--- src/rtl/rx_payload_commit_writer.sv ---
// Write end of the per-flow RX payload ring: checks free space against head/commit,
// streams payload lines into the RX buffer at the commit pointer, then publishes the new commit.
module rx_payload_commit_writer #(
    parameter int unsigned FLOW_ID_W = 6,
    parameter int unsigned RX_PTR_W  = 14,
    parameter int unsigned DATA_W    = 256,
    parameter int unsigned PAD_W     = 5,
    parameter int unsigned SIZE_W    = 16
) (
    input  logic                 clk,
    input  logic                 rst,

    input  logic                 desc_val,
    output logic                 desc_rdy,
    input  logic [FLOW_ID_W-1:0] desc_flowid,
    input  logic [SIZE_W-1:0]    desc_size,

    input  logic                 data_val,
    output logic                 data_rdy,
    input  logic [DATA_W-1:0]    data,
    input  logic                 data_last,
    input  logic [PAD_W-1:0]     data_padbytes,

    output logic                 ptr_rd_req_val,
    input  logic                 ptr_rd_req_rdy,
    output logic [FLOW_ID_W-1:0] ptr_rd_req_flowid,
    input  logic                 ptr_rd_resp_val,
    input  logic [RX_PTR_W:0]    ptr_rd_resp_head,
    input  logic [RX_PTR_W:0]    ptr_rd_resp_commit,

    output logic                 buf_wr_val,
    input  logic                 buf_wr_rdy,
    output logic [FLOW_ID_W-1:0] buf_wr_flowid,
    output logic [RX_PTR_W:0]    buf_wr_addr,
    output logic [DATA_W-1:0]    buf_wr_data,
    output logic                 buf_wr_last,
    output logic [PAD_W-1:0]     buf_wr_padbytes,

    output logic                 commit_wr_val,
    input  logic                 commit_wr_rdy,
    output logic [FLOW_ID_W-1:0] commit_wr_flowid,
    output logic [RX_PTR_W:0]    commit_wr_data,

    output logic [31:0]          drop_cnt,
    output logic                 busy
);

    localparam int unsigned PtrW      = RX_PTR_W + 1;
    localparam int unsigned DataBytes = DATA_W / 8;
    // Wide enough that used + size can never overflow.
    localparam int unsigned CmpW      = ((SIZE_W > PtrW) ? SIZE_W : PtrW) + 1;
    localparam logic [CmpW-1:0] RingBytes = CmpW'(1) << RX_PTR_W;
    localparam logic [PtrW-1:0] LineStep  = PtrW'(DataBytes);

    typedef enum logic [2:0] {
        StIdle,
        StRdReq,
        StRdWait,
        StCheck,
        StWrite,
        StDrop,
        StCommit
    } state_e;

    state_e                 state_q, state_d;
    logic [FLOW_ID_W-1:0]   flowid_q, flowid_d;
    logic [SIZE_W-1:0]      size_q, size_d;
    logic [PtrW-1:0]        head_q, head_d;
    logic [PtrW-1:0]        commit_q, commit_d;
    logic [PtrW-1:0]        offset_q, offset_d;
    logic [31:0]            drop_cnt_q, drop_cnt_d;

    logic [PtrW-1:0]        used;
    logic                   has_room;

    // Wrap-bit pointers: the modular difference is the occupancy even across a wrap.
    assign used     = commit_q - head_q;
    assign has_room = (CmpW'(used) + CmpW'(size_q)) <= RingBytes;

    always_ff @(posedge clk) begin
        if (rst) begin
            state_q    <= StIdle;
            flowid_q   <= '0;
            size_q     <= '0;
            head_q     <= '0;
            commit_q   <= '0;
            offset_q   <= '0;
            drop_cnt_q <= '0;
        end else begin
            state_q    <= state_d;
            flowid_q   <= flowid_d;
            size_q     <= size_d;
            head_q     <= head_d;
            commit_q   <= commit_d;
            offset_q   <= offset_d;
            drop_cnt_q <= drop_cnt_d;
        end
    end

    always_comb begin
        state_d        = state_q;
        flowid_d       = flowid_q;
        size_d         = size_q;
        head_d         = head_q;
        commit_d       = commit_q;
        offset_d       = offset_q;
        drop_cnt_d     = drop_cnt_q;
        desc_rdy       = 1'b0;
        ptr_rd_req_val = 1'b0;
        buf_wr_val     = 1'b0;
        data_rdy       = 1'b0;
        commit_wr_val  = 1'b0;

        unique case (state_q)
            StIdle: begin
                desc_rdy = 1'b1;
                if (desc_val) begin
                    flowid_d = desc_flowid;
                    size_d   = desc_size;
                    state_d  = StRdReq;
                end
            end
            StRdReq: begin
                ptr_rd_req_val = 1'b1;
                if (ptr_rd_req_rdy) begin
                    state_d = StRdWait;
                end
            end
            StRdWait: begin
                if (ptr_rd_resp_val) begin
                    head_d   = ptr_rd_resp_head;
                    commit_d = ptr_rd_resp_commit;
                    state_d  = StCheck;
                end
            end
            StCheck: begin
                if (size_q == '0) begin
                    state_d = StIdle;
                end else if (has_room) begin
                    offset_d = commit_q;
                    state_d  = StWrite;
                end else begin
                    state_d = StDrop;
                end
            end
            StWrite: begin
                buf_wr_val = data_val;
                data_rdy   = buf_wr_rdy;
                if (data_val && buf_wr_rdy) begin
                    offset_d = offset_q + LineStep;
                    if (data_last) begin
                        state_d = StCommit;
                    end
                end
            end
            StDrop: begin
                data_rdy = 1'b1;
                if (data_val && data_last) begin
                    if (drop_cnt_q != '1) begin
                        drop_cnt_d = drop_cnt_q + 32'd1;
                    end
                    state_d = StIdle;
                end
            end
            StCommit: begin
                commit_wr_val = 1'b1;
                if (commit_wr_rdy) begin
                    state_d = StIdle;
                end
            end
            default: begin
                state_d = StIdle;
            end
        endcase
    end

    assign ptr_rd_req_flowid = flowid_q;
    assign buf_wr_flowid     = flowid_q;
    assign buf_wr_addr       = offset_q;
    assign buf_wr_data       = data;
    assign buf_wr_last       = data_last;
    assign buf_wr_padbytes   = data_padbytes;
    assign commit_wr_flowid  = flowid_q;
    // Commit advances by the descriptor size regardless of how many lines arrived.
    assign commit_wr_data    = commit_q + PtrW'(size_q);
    assign drop_cnt          = drop_cnt_q;
    assign busy              = (state_q != StIdle);

endmodule

--- config.mk ---
export PLATFORM = sky130hd
export DESIGN_NAME = rx_payload_commit_writer
export DESIGN_NICKNAME = d
export VERILOG_FILES = /design/src/rtl/rx_payload_commit_writer.sv
export SDC_FILE = /design/constraint.sdc
export NUM_CORES = 1
export LEC_CHECK = 0
export ABC_AREA = 1
export CAP_MARGIN = 10
export CORE_AREA = 2 2 258 260
export DETAILED_ROUTE_END_ITERATION = 6
export DIE_AREA = 0 0 260 262
export PLACE_DENSITY = 0.51
export SETUP_SLACK_MARGIN = 0.15
export SYNTH_ARGS = -nofsm -noshare
export SYNTH_HDL_FRONTEND = slang
export SYNTH_SLANG_ARGS = --single-unit
--- constraint.sdc ---
create_clock -name clk -period 7.7 [get_ports clk]
set_clock_uncertainty 0.2 [all_clocks]
set_input_delay 1.155 -clock clk [delete_from_list [all_inputs] [get_ports clk]]
set_output_delay 1.155 -clock clk [all_outputs]
set_load 0.005 [all_outputs]
=== Word level (Yosys, flattened, before mapping) ===
Index checks and enable logic that the tools add are counted.

* Input port bits: 322
* Word-level logic and storage cells: 59
* Register bits: 102
* Output and inout bits: 348

* Reduce and logical (&&, ||, !) cells: 11
* $lt $le $gt $ge: 1
* Add/sub/neg operators: 5
* Equality and inequality tests: 16
* Multiplexer cells: 19

{| class="wikitable"
|+ Operator list
! cell !! count
|-
| two-way mux 15 bit || 3
|-
| adder 32 x 1 -> 32 bit, second input constant || 1
|-
| != test 32 bit, second input constant || 1
|-
| one-hot mux 15 bit (2 select lines) || 1
|-
| two-way mux 3 bit || 8
|-
| one-hot mux 3 bit (7 select lines) || 1
|-
| != test 2 bit, second input constant || 9
|-
| adder 15 x 16 -> 17 bit || 1
|-
| <= comparator 17 x 15 -> 1 bit, second input constant || 1
|-
| zero test 16 bit || 1
|-
| adder 15 bit || 1
|-
| adder 15 x 6 -> 15 bit, second input constant || 1
|-
| subtractor 15 bit || 1
|-
| equality test 3 bit, second input constant || 3
|-
| AND reduction 7 bit || 1
|-
| equality test 3 x 2 -> 1 bit, second input constant || 2
|-
| two-way mux 1 bit || 5
|-
| AND reduction 2 bit || 2
|-
| AND reduction 4 bit || 1
|-
| equality test 3 x 1 -> 1 bit, second input constant || 1
|-
| zero test 3 bit || 1
|-
| AND reduction 3 bit || 1
|-
| nonzero test 3 bit || 1
|-
| logical AND 1 bit || 2
|-
| 2 further kinds || 2
|}

=== Longest topological paths before layout ===
* Depth after elaboration: 6
* Depth in mapped cells: 29
* Gate-level depth less buffers: 29

=== Least setup slack after synthesis ===
Ideal clock, no wire load.

* Path kind: register -> register
* From: reg commit_q[0]
* To: reg offset_q[12], in the netlist buf_wr_addr[12]
* Clock period less this slack: 3.745 ns
* Library setup time: 0.070 ns
* Slack: 3.955 ns
* Cell stages (with the launch flop): 27
* Required time: 7.430 ns
* Arrival: 3.475 ns
* Buffers on the path: 1
* Cells stage by stage: dfxtp_1 > inv_1 > ha_1 > fa_1 > inv_1 > a31oi_1 > o211ai_1 > nand2_1 > nand2_1 > a21oi_1 > o21ai_0 > xor2_1 > ha_1 > a21oi_1 > nand2_1 > a21oi_1 > nand2_1 > nand2_1 > nand2_1 > nor2_1 > nand3_1 > nand2_2 > nand2_4 > nand2_4 > buf_12 > nand3_2 > a21oi_2

* Word-level cells in the longest chain between the ends: 5

{| class="wikitable"
|+ RTL lines
! item !! line !! text
|-
| start: declaration || 69 || <nowiki>logic [PtrW-1:0] commit_q, commit_d;</nowiki>
|-
| start signal: assignment || 94 || <nowiki>commit_q <= commit_d;</nowiki>
|-
| subtractor 15 bit || 77 || <nowiki>assign used = commit_q - head_q;</nowiki>
|-
| adder 15 x 16 -> 17 bit || 78 || <nowiki>assign has_room = (CmpW'(used) + CmpW'(size_q)) <= RingBytes;</nowiki>
|-
| <= comparator 17 x 15 -> 1 bit || 78 ||
|-
| != test 2 bit (no source line) || -- ||
|-
| AND reduction 4 bit (no source line) || -- ||
|-
| end signal: assignment || 95 || <nowiki>offset_q <= offset_d;</nowiki>
|-
| end: declaration || 70 || <nowiki>logic [PtrW-1:0] offset_q, offset_d;</nowiki>
|}

Every way passes these cells.
A chain may end at the register's enable or synchronous reset.

=== Worst setup path after layout ===
* From: reg commit_q[0]
* To: out commit_wr_data[12]

* Word-level cells in the longest chain between the ends: 1

{| class="wikitable"
|+ RTL lines
! item !! line !! text
|-
| adder 15 bit || 185 || <nowiki>assign commit_wr_data = commit_q + PtrW'(size_q);</nowiki>
|-
| end: declaration || 42 || <nowiki>output logic [RX_PTR_W:0] commit_wr_data,</nowiki>
|}

Every way passes these cells.

==> impl_metrics.yaml <==
status:
  status: "completed"
min_path:
  hold_path.class: "flop to flop"
global_routing:
  grt_pass1_wl_microns: 50900
  grt_max_degree: 54
  grt_pass1_vias: 7663
  grt_usage_pct: 10.4
  gr-total-overflow: 0
  antenna_found_initial: 11
placed_design:
  port_buffers: 147
  dp_hpwl_microns: 29400
  routabilityCongestion: 0.859
  place_area_sq_mm: 0.00945
clocking:
  cts_setup_buffers: 0
  cts_tree: "yes"
  h-tree-depth: 3
  cts_buffer_depth: 2
  clk_latency_ns: 0.38
  cts_num_sinks: 102
  cts_resized: 0
  cts_hold_buf: 0
  cts_buffers: 9
  cts-root-buf: "clkbuf_16"
  cts.clk_slew.worst_paths_ns: 0.07
floorplanning:
  start_util_pct: 13.9
  die_x_microns: 260
  core_area_sq_mm: 0.0653
  ioPinCount: 670
  rows: 94
  die_h_microns: 262
  die_area_sq_mm: 0.0681
timing:
  finalCritPeriodShare_pct: 63.8
  hold_violations: 0
  setup_viol: 0
  fmax_mhz: 203
  setup_tns_ns: 0
  slew_viol_final: 0
  layout_min_cycle_time_ns: 4.92
  tightest_slew_ns: 0.784
  relSlewSlack_pct: 47.7
  rsz0062_at_grt: "false"
synth:
  synth_fa_ha_area_share_pct: 6.89
  ys_types: 49
  synth_compound_area_share_pct: 13.7
  synth_edf_count: 0
  muxShareOfSynthArea_pct: 0
  synthCells: 1304
  yosys.area_share.simple_pct: 22.5
  yosysSeqAreaShare_pct: 22.6
  ys.flop_type: "dfxtp_1"
  yosysWarnings: 0
  synth_top_family_by_area: "buffers and inverters"
  synthXorXnorAreaFrac_pct: 4.17
  synthArstFlopShare_pct: 0
  synth_seq_cells: 102
  syn-cell-area_sq_mm: 0.00904
  avgSynthCellArea_sq_um: 6.93
  syn_nets: 1674
critical_path:
  cp-end-kind: "output port"
  critPathLaunchType: "flop"
  cp_data_required_time_ns: 6.34
  arrival_ns: 3.56
  crit_path_max_fanout: 3
  setup.worst_path.class: "flop to output port"
power:
  ir_worst_vdd_mv: 0.166
  powerDensity_mw_per_mm2: 301
  leakagePower_nw: 3.63
finish:
  drive_above_1_share_pct: 5.64
  syn2layout_area_growth_pct: 8.15
  final_nets: 1536
  stdcell_area_sq_mm: 0.00978
  postLayoutCoreUtil_pct: 15.0
route:
  first_pass_iters: 7
  drc: 0
  drt_iter0_markers: 548
  antenna_left: 0
  routed_via_density: 3.81
  wl_microns: 36100
  vias: 7768
  wire_per_inst_microns: 17.7
flow_run:
  drv_cap: 0
==> metal layers <==
layer | part of all wire (%) | vias up | wire length (microns) | global-route usage, %
met3 | 14 | 130 | 4890 | 6.52
met5 | 0.86 | - | 311 | 2.29
met1 | 41 | 3456 | 14700 | 12.0
met4 | 3.7 | 20 | 1330 | 4.79
li1 | - | 3718 | - | -
met2 | 41 | 444 | 14800 | 14.7
==> synth_stat cells, types with 2 or more instances <==
cell      count  share of area [%]
inv_2         6               0.25
nor2_2        4               0.28
o21ai_0      69                3.8
fa_1          3               0.66
nand2_2       3               0.21
a21oi_2       8               0.78
xor2_1       29                2.8
and3_1        4               0.28
nand2_1     226                9.4
nand3_2      11                1.2
o31ai_1       2               0.17
dfxtp_1     102                 23
a21boi_0      2               0.17
buf_4       275                 23
o221ai_1      2               0.19
nand3b_1      2               0.17
nand4_1      29                2.0
nand3_1      59                3.3
inv_1       136                5.6
o21a_1        2               0.17
nor4_1        8               0.55
nor2_1       58                2.4
a211oi_1      2               0.17
a31oi_1       7               0.48
ha_1         45                6.2
o21bai_1      4               0.33
nand2_4       2               0.25
a21oi_1     118                6.5
clkbuf_1     26                1.1
a21o_1        2               0.17
nor3_2        2               0.22
nor3_1       26                1.4
xnor2_1      14                1.4
==> cells in the final DEF, fill, tap and decap left out, drive strengths merged, types with 4 or more instances in the layout <==
cell type,netlist,routed
nor2,63,63
o21bai,4,4
nor4,8,8
clkdlybuf4s50,0,146
inv,142,142
nand2,231,231
and3,4,4
buf,277,8
a31oi,8,8
ha,45,45
nand3,71,71
nand4,29,29
a21oi,126,126
clkbuf,26,12
xor2,29,29
nor3,29,29
xnor2,14,14
o21ai,70,70
dfxtp,102,102
==> sequential cells by signal, summed over array words and instances, names as in the netlist <==
register       cells
state_q            3
drop_cnt          32
head_q            15
buf_wr_flowid      6
buf_wr_addr       15
size_q            16
commit_q          15
==> final timing paths <==
| check | start | end | slack (ns) | depth (start not counted) |
|---|---|---|---|---|
| worst min-delay path | head_q[10] | head_q[10] | 0.26 | 2 |
| worst max register to register | commit_q[0] | buf_wr_addr[5] | 3.14 | 28 |
| worst max-delay path | commit_q[0] | commit_wr_data[12] | 2.78 | 11 |
| worst min register to register | head_q[10] | head_q[10] | 0.26 | 2 |
==> critical path: stages, from the launching register on <==
cell and delay [ns]:
dfxtp_1 0.38, ha_1 0.19, inv_1 0.06, fa_1 0.42, o21ai_0 0.29, a21o_1 0.19
a21oi_1 0.12, o21ai_0 0.28, a21boi_0 0.21, o21ai_0 0.24, xor2_1 0.25, clkdlybuf4s50_1 0.55
==> layout make-up <==
cell class | instances | area (sq um)
Antenna cell | 3 | 7.51
Clock buffer | 12 | 246
Clock inverter | 4 | 70.1
Fill cell | 7513 | 55500
Inverter | 143 | 537
Multi-Input combinational cell | 756 | 4280
Sequential cell | 102 | 2040
Tap cell | 864 | 1080
Timing Repair Buffer | 154 | 1520
==> metrics by stage <==
step	setup slack (ns)	std cells	power (mW)	hold slack, ns
4_1_cts	2.65	2035	2.99	0.267
3_5_place_dp	3.09	2019	2.44	0.256
3_3_place_gp	3.15	2019	2.45	0.255
6_report	2.78	2038	2.94	0.264
2_1_floorplan	3.95	1304	1.99	0.235
5_1_grt	2.52	2035	3.22	0.289
==> report_power, final <==
part,internal (mW),switching [mW],total [mW]
clock,0.293,0.227,0.520
sequential,0.592,0.0765,0.669
combinational,0.666,1.08,1.75
total,1.55,1.39,2.94
==> cell families (layout without fill, tap and decap cells) <==
group / count (synthesis) / in the layout
XOR/XNOR: 43 / 43
AO/OA/AOI/OAI: 224 / 224
adder cells (fa/ha/maj): 48 / 48
AND/OR/NAND/NOR: 441 / 441
flip-flops: 102 / 102
buffers and inverters: 446 / 313
other: 0 / 3
Power figures use the tool's default switching activity.
